### src/rtl/video_pattern_gen.sv
// ---------------------------------------------------------------------------
// video_pattern_gen
//
// Test-pattern pixel source for the DVI output path. After reset it waits
// IDLE_CYCLES clocks, then streams an endless H_ACTIVE x V_ACTIVE raster of
// {R,G,B} pixels over a valid/ready handshake. Four patterns are available:
// solid, colour bars, checkerboard and a gradient that scrolls one step per
// frame. Mode/SolidColor are sampled only at frame boundaries.
//
// Ports:
//   Clock       in   sole clock, posedge
//   Reset       in   synchronous, active-high
//   Mode        in   0 solid, 1 bars, 2 checker, 3 gradient
//   SolidColor  in   {R,G,B} used by the solid pattern
//   VideoReady  in   sink accepts the presented pixel
//   VideoValid  out  Video carries a pixel
//   Video       out  {R,G,B}, R in the MSBs, 0 while VideoValid is low
//   VideoSOF    out  first pixel of frame   (PATGEN_FLAGS_EN only)
//   VideoEOL    out  last pixel of a line   (PATGEN_FLAGS_EN only)
//
// Build option: define PATGEN_FLAGS_EN to add the VideoSOF/VideoEOL ports.
//
// All outputs are decoded from registered state only, so VideoReady has no
// combinational path to any output and a stalled pixel holds naturally.
// ---------------------------------------------------------------------------
module video_pattern_gen #(
    parameter int H_ACTIVE    = 1024,
    parameter int V_ACTIVE    = 768,
    parameter int IDLE_CYCLES = 5000,
    parameter int COLOR_W     = 8,
    parameter int CHECK_LOG2  = 5
) (
    input  logic                   Clock,
    input  logic                   Reset,
    input  logic [1:0]             Mode,
    input  logic [3*COLOR_W-1:0]   SolidColor,
    input  logic                   VideoReady,
    output logic                   VideoValid,
    output logic [3*COLOR_W-1:0]   Video
`ifdef PATGEN_FLAGS_EN
    ,
    output logic                   VideoSOF,
    output logic                   VideoEOL
`endif
);

    localparam int XW    = $clog2(H_ACTIVE);
    localparam int YW    = (V_ACTIVE > 1) ? $clog2(V_ACTIVE) : 1;
    localparam int IW    = (IDLE_CYCLES > 1) ? $clog2(IDLE_CYCLES) : 1;
    localparam int BAR_W = H_ACTIVE / 8;
    localparam int BW    = (BAR_W > 1) ? $clog2(BAR_W) : 1;
    localparam int PW    = 3 * COLOR_W;

    typedef enum logic {
        S_IDLE,
        S_RUN
    } state_t;

    state_t               state_q, state_d;
    logic [IW-1:0]        idle_cnt_q, idle_cnt_d;
    logic [XW-1:0]        x_q, x_d;
    logic [YW-1:0]        y_q, y_d;
    logic [COLOR_W-1:0]   off_q, off_d;
    logic [1:0]           mode_q, mode_d;
    logic [PW-1:0]        color_q, color_d;
    // Bar position tracked incrementally so no divider by H_ACTIVE/8 is needed.
    logic [BW-1:0]        bar_cnt_q, bar_cnt_d;
    logic [2:0]           bar_idx_q, bar_idx_d;

    logic last_x, last_y;

    assign last_x = (x_q == XW'(H_ACTIVE - 1));
    assign last_y = (y_q == YW'(V_ACTIVE - 1));

    always_comb begin
        state_d    = state_q;
        idle_cnt_d = idle_cnt_q;
        x_d        = x_q;
        y_d        = y_q;
        off_d      = off_q;
        mode_d     = mode_q;
        color_d    = color_q;
        bar_cnt_d  = bar_cnt_q;
        bar_idx_d  = bar_idx_q;
        case (state_q)
            S_IDLE: begin
                idle_cnt_d = idle_cnt_q + 1'b1;
                if (idle_cnt_q == IW'(IDLE_CYCLES - 1)) begin
                    state_d = S_RUN;
                    mode_d  = Mode;
                    color_d = SolidColor;
                end
            end
            S_RUN: begin
                if (VideoReady) begin
                    if (last_x) begin
                        x_d       = '0;
                        bar_cnt_d = '0;
                        bar_idx_d = '0;
                        if (last_y) begin
                            // Frame boundary: scroll gradient, resample mode.
                            y_d     = '0;
                            off_d   = off_q + 1'b1;
                            mode_d  = Mode;
                            color_d = SolidColor;
                        end else begin
                            y_d = y_q + 1'b1;
                        end
                    end else begin
                        x_d = x_q + 1'b1;
                        if (bar_cnt_q == BW'(BAR_W - 1)) begin
                            bar_cnt_d = '0;
                            bar_idx_d = bar_idx_q + 1'b1;
                        end else begin
                            bar_cnt_d = bar_cnt_q + 1'b1;
                        end
                    end
                end
            end
            default: state_d = S_IDLE;
        endcase
    end

    always_ff @(posedge Clock) begin
        if (Reset) begin
            state_q    <= S_IDLE;
            idle_cnt_q <= '0;
            x_q        <= '0;
            y_q        <= '0;
            off_q      <= '0;
            mode_q     <= 2'd0;
            color_q    <= '0;
            bar_cnt_q  <= '0;
            bar_idx_q  <= '0;
        end else begin
            state_q    <= state_d;
            idle_cnt_q <= idle_cnt_d;
            x_q        <= x_d;
            y_q        <= y_d;
            off_q      <= off_d;
            mode_q     <= mode_d;
            color_q    <= color_d;
            bar_cnt_q  <= bar_cnt_d;
            bar_idx_q  <= bar_idx_d;
        end
    end

    // Checker square parity; a square wider than the raster never toggles.
    logic x_bit, y_bit;
    if (CHECK_LOG2 < XW) begin : g_xbit
        assign x_bit = x_q[CHECK_LOG2];
    end else begin : g_xbit0
        assign x_bit = 1'b0;
    end
    if (CHECK_LOG2 < YW) begin : g_ybit
        assign y_bit = y_q[CHECK_LOG2];
    end else begin : g_ybit0
        assign y_bit = 1'b0;
    end

    logic [COLOR_W-1:0] grad_r, grad_g, grad_b;
    logic [PW-1:0]      pix;

    assign grad_r = COLOR_W'(x_q) + off_q;
    assign grad_g = COLOR_W'(y_q) + off_q;
    assign grad_b = COLOR_W'(x_q) + COLOR_W'(y_q);

    always_comb begin
        pix = '0;
        case (mode_q)
            2'd0: pix = color_q;
            // Bar order white..black maps to R=~idx[1], G=~idx[2], B=~idx[0].
            2'd1: pix = {{COLOR_W{~bar_idx_q[1]}},
                         {COLOR_W{~bar_idx_q[2]}},
                         {COLOR_W{~bar_idx_q[0]}}};
            2'd2: pix = (x_bit ^ y_bit) ? '0 : '1;
            default: pix = {grad_r, grad_g, grad_b};
        endcase
    end

    assign VideoValid = (state_q == S_RUN);
    assign Video      = VideoValid ? pix : '0;

`ifdef PATGEN_FLAGS_EN
    assign VideoSOF = VideoValid & (x_q == '0) & (y_q == '0);
    assign VideoEOL = VideoValid & last_x;
`endif

endmodule

### config.mk
export PLATFORM = sky130hd
export DESIGN_NAME = video_pattern_gen
export DESIGN_NICKNAME = d
export VERILOG_FILES = /design/src/rtl/video_pattern_gen.sv
export SDC_FILE = /design/constraint.sdc
export NUM_CORES = 1
export LEC_CHECK = 0
export BUFFER_PORTS_ARGS = -buffer_cell sky130_fd_sc_hd__buf_2
export CAP_MARGIN = 0
export CELL_PAD_IN_SITES_DETAIL_PLACEMENT = 0
export CELL_PAD_IN_SITES_GLOBAL_PLACEMENT = 1
export CORE_ASPECT_RATIO = 0.5
export CORE_UTILIZATION = 45
export CTS_BUF_LIST = sky130_fd_sc_hd__clkbuf_16
export DETAILED_ROUTE_END_ITERATION = 10
export MAX_ROUTING_LAYER = met4
export PLACE_DENSITY = 0.92
export SYNTH_ARGS = -nofsm -noshare
export SYNTH_HDL_FRONTEND = slang
export SYNTH_SLANG_ARGS = --single-unit
### constraint.sdc
create_clock -name Clock -period 2.85 [get_ports Clock]
set_input_delay 0.285 -clock Clock [delete_from_list [all_inputs] [get_ports Clock]]
set_output_delay 0.285 -clock Clock [all_outputs]
set_load 0.03 [all_outputs]
Word-level counts from Yosys, hierarchy flattened. Index checks and enable logic that the tools add are counted.

Add/sub/neg operators: 9. Multiply operators: 0. Divide/modulo/power cells: 0. Magnitude comparators: 0. Eq/ne operators: 10. Shift-type cells: 0. Mux-type cells: 21. Bitwise logic cells: 5. Reductions and logical operators: 7.

Operator list (count): two-way mux 24 bit (6); case mux 24 bit (3 select lines) (1); case mux 24 bit (2 select lines) (1); adder 8 bit (3); adder 10 x 1 -> 10 bit (second input constant) (2); == test 10 bit (second input constant) (2); two-way mux 10 bit (2); two-way mux 7 bit (2); adder 13 x 1 -> 13 bit (second input constant) (1); == test 13 bit (second input constant) (1); adder 8 x 1 -> 8 bit (second input constant) (1); two-way mux 2 bit (4); AND reduction 4 bit (2); adder 7 x 1 -> 7 bit (second input constant) (1); == test 7 bit (second input constant) (1); two-way mux 3 bit (2); AND reduction 3 bit (2); inequality test 2 x 1 -> 1 bit (second input constant) (2); inequality test 2 bit (second input constant) (2); NOT 1 bit (4); case mux 2 bit (2 select lines) (1); adder 3 x 1 -> 3 bit (second input constant) (1); == test 2 x 1 -> 1 bit (second input constant) (1); == test 2 bit (second input constant) (1); 5 further kinds (6).

Flip-flop bits (word level): 78. Latch bits: 0. RAM bits: 0. ROM bits: 0. Input port bits: 29. Output and inout port bits: 25. Logic and storage cells: 61. Memories: 0.

Depth between registers and ports, before layout.
Word-level depth: 5. Depth in mapped cells: 8. Mapped depth without buffers: 6.

Worst setup path before layout. Ideal clock, no wire load.

Kind: reg2out. From: reg x_q[5]. To: out Video[7]. Arrival: 2.374 ns. Required time: 2.565 ns. Setup slack: 0.191 ns. Stages on the path, launching flop included: 7. Path buffers: 1. Path through: dfxtp_1 > ha_1 > clkbuf_1 > nor2b_1 > o21ai_0 > o221ai_1 > nor3b_1.

Longest elaborated chain between the ends: 4. Elaborated cells on any way between the ends: 5. Those cells by class: add/sub: 1; mux: 3; bitwise: 1.

Ends and longest elaborated chain: from (decl) (RTL line 61) `logic [XW-1:0] x_q, x_d;`; from (signal assigned) (RTL line 128) `x_q <= '0;`; from (signal assigned) (RTL line 138) `x_q <= x_d;`; branches (longest 2 deep; another with adder 8 bit); case mux 24 bit (3 select lines) (*) (RTL line 170) `case (mode_q)`; two-way mux 24 bit (*) (RTL line 182) `assign Video = VideoValid ? pix : '0;`; to (decl) (RTL line 39) `output logic [3*COLOR_W-1:0] Video`.

Every way passes the cells marked *.

Final worst setup path.
From: reg y_q[0]. To: out Video[6].

Longest elaborated chain between the ends: 3.

Ends and longest elaborated chain: from (decl) (RTL line 62) `logic [YW-1:0] y_q, y_d;`; from (signal assigned) (RTL line 139) `y_q <= y_d;`; adder 8 bit (RTL line 166) `assign grad_b = COLOR_W'(x_q) + COLOR_W'(y_q);`; case mux 24 bit (3 select lines) (RTL line 170); two-way mux 24 bit (RTL line 182).

Every way passes these cells.

==> summary.txt <==
Outcome
  – Outcome: completed

Finish
  – Layout fillers: 1061
  – Fin nets: 749
  – Share of cells above drive strength 1: 17.1%
  – Design area: 0.00610 mm²
  – Area grow syn2layout: 15.4%
  – Antenna Cells: 0

Timing
  – PnR worst setup slack: 0.111 ns
  – FMAX: 365 MHz
  – Setup tns final: 0 ns
  – Max-slew violation count: 0
  – Unrepaired setup endpoints after global routing: false
  – Final setup fails: 0
  – Fin. Hold Viols: 0
  – Clk_skew: 0.00792 ns
  – Slew Limit Headroom: 38.4%
  – Final period util: 96.1%
  – Final worst path period need: 2.74 ns
  – Slew at the pin with the worst max-slew slack: 0.924 ns

Route
  – DR vias/cell: 5.62
  – Via Count: 4798
  – Overall routed net length: 13.5 mm
  – WL/cell: 15.8 µm
  – # DRC: 0
  – Antenna violation net count after detailed routing: 0
  – Drt pass-1 iters: 5
  – Initial DRC Count: 332

Power and ir drop
  – Clk network pwr share: 52.0%
  – Pwr per Cell Area: 401 mW/mm²
  – NetSw: 0.546 mW
  – Combinational share of power: 3.1%
  – Flop pwr share: 44.8%
  – Total power: 2.45 mW
  – Int Pwr: 1.90 mW
  – Max IR drop VDD: 0.000223 V
  – Sw Share: 22.3%
  – Pleak: 2.63 nW

Clock network
  – Root Buffer Master: clkbuf_16
  – Worst-path clk slew: 0.06 ns
  – Clk_lat worst skew: 0.35 ns
  – CTS tree: done
  – CTS sink count: 78
  – Clock buffer depth: 2
  – # H-tree levels: 3
  – Hold buffers post-CTS: 0
  – TritonCTS Buffers: 9

Min path
  – Hold/Removal Path Class: input port to flop

Floorplan
  – Starting Density: 47.2%
  – Die Wd: 155 µm
  – Die height: 78.7 µm
  – Site Rows: 27
  – IO Count: 54
  – Core Box Area: 0.0112 mm²
  – Die area: 0.0122 mm²

Yosys
  – Synth Instances: 645
  – Main synth FF type: dfxtp_1
  – Most common cell in the netlist: dfxtp_1
  – Area leader, netlist: dfxtp_1
  – Most frequent cells after synthesis: dfxtp_1, nand2b_1, a21oi_1
  – Ys Warns: 0
  – Mapped Nets: 704
  – Cell area after synthesis: 0.00529 mm²
  – Seq/Total Area, Yosys: 29.5%
  – Synth Register Bits: 78
  – Asr flop ratio synth: 0%
  – Syn_area_per_cell: 8.20 µm²
  – Netlist cell types: 61
  – Top cells by area, synth: dfxtp_1, nand2b_1, ha_1, mux2i_1, a21oi_1
  – EDFF count, synth: 0
  – Synth top area share: 29.5%

Placement
  – DP HPWL: 9.69 mm
  – RD Place Congestion: 0.926
  – Post-DP Area: 0.00572 mm²
  – PortBufs: 53
  – DP Worst Slack: 0.314 ns

Global route
  – Number of global-route vias before repair: 4372
  – Initial antenna violation count: 0
  – Global router's overall resource usage: 24.1%
  – Grt total ovfl: 0
  – Largest net degree at the start of global routing: 70
  – First-pass GRT wire length: 22.4 mm

Run
  – Max-cap violations: 0

Worst setup path
  – CP Capture Type: output port
  – CP max FO: 6
  – Worst Path Arrival: 2.45 ns
  – Reg-to-reg endpoint: off_q[6]$_SDFFE_PP0P_
  – Critical path destination: Video[6]
  – Critical path class: flop to output port
  – Reg2reg path depth: 6
  – R2r setup slk: 0.44 ns
  – Setup crit start kind: flop
  – Critical Path RT: 2.57 ns
  – Worst Setup SP: y_q[0]$_SDFFE_PP0P_
  – Reg2reg start: x_q[1]$_SDFFE_PP0P_
## worst min path at each step
| stage | from | to | depth (start not counted) |
|---|---|---|---|
| floorplan | SolidColor[0] | color_q[0]$_SDFFE_PP0P_ | 2 |
| CTS | SolidColor[21] | color_q[21]$_SDFFE_PP0P_ | 3 |
| detailed placement | color_q[10]$_SDFFE_PP0P_ | color_q[10]$_SDFFE_PP0P_ | 2 |
| global route | SolidColor[10] | color_q[10]$_SDFFE_PP0P_ | 3 |
| global placement | color_q[18]$_SDFFE_PP0P_ | color_q[18]$_SDFFE_PP0P_ | 2 |
| finish | SolidColor[21] | color_q[21]$_SDFFE_PP0P_ | 3 |
## kinds of logic after synthesis
group | count (synthesis) | synth area share [%]
fa+ha+maj | 30 | 7.52
xor+xnor | 31 | 5.13
compound gates | 154 | 18.9
simple gates | 274 | 28.9
mux | 32 | 6.15
flops | 78 | 29.5
buf+inv | 46 | 3.95
## critical path: stages (launching register included)
cell      delay (ns)
dfxtp_1         0.39
ha_2            0.23
fa_1            0.41
a21o_1          0.22
a22o_1          0.22
mux2i_1         0.15
a221oi_2        0.28
buf_4           0.21
## sequential cells by signal, indices dropped and copies added, names as in the netlist
register,cells
mode_q,2
x_q,10
y_q,10
color_q,24
off_q,8
bar_idx_q,3
bar_cnt_q,7
idle_cnt_q,13
VideoValid,1
## power by group through the flow
stage                     clock, mW  sequential, mW  combinational [mW]
final                          1.27            1.10              0.0771
after global routing           1.34            1.10              0.0863
after CTS                      1.29            1.10              0.0776
after detailed placement          0            1.12              0.0769
after global placement            0            1.12              0.0768
after floorplan                   0            1.12              0.0459
## layer usage
layer | part of all wire, % | vias to the layer above | global-route usage [%]
met5 | 0 | - | -
met4 | 1.5 | 0 | 6.08
met3 | 5.1 | 17 | 4.75
met2 | 42 | 136 | 35.5
met1 | 51 | 2236 | 33.5
li1 | - | 2409 | -
## repair_timing
action                     in CTS  in global routing
buffers inserted                0                  0
hold endpoints to repair        0                  0
setup endpoints to repair       2                 10
gates resized for setup         4                 16
pin swaps                       0                  1
## layout by cell type, fill, tap and decap left out, drive strengths merged, types with 7 or more instances in the layout
cell    instances
a211oi         11
mux2i          28
nor2           40
and3            7
o21a           14
a21oi          42
dfxtp          78
ha             27
o21ai          39
xnor2          18
clkbuf          9
nand3          23
nand4          13
inv            13
buf            69
nor2b          14
or3            16
nand2b         63
and2            8
xor2           13
nor3           23
nand2          40
## stage by stage
step | hold slack, ns | utilization [%] | instances
floorplan | 0.437 | - | 645
global placement | 0.458 | 51.0 | 838
detailed placement | 0.468 | 51.0 | 838
CTS | 0.186 | 54.0 | 854
global route | 0.199 | 54.4 | 854
finish | 0.187 | 54.4 | 854
## layout make-up
type	instances	area, µm²	area share, %
Multi-Input combinational cell	521	3580	58.7
Sequential cell	78	1570	25.7
Timing Repair Buffer	69	390	6.40
Clock buffer	9	225	3.69
Tap cell	159	199	3.26
Clock inverter	7	96.3	1.58
Inverter	11	41.3	0.677
No activity file was read; power rests on OpenSTA's default activity.
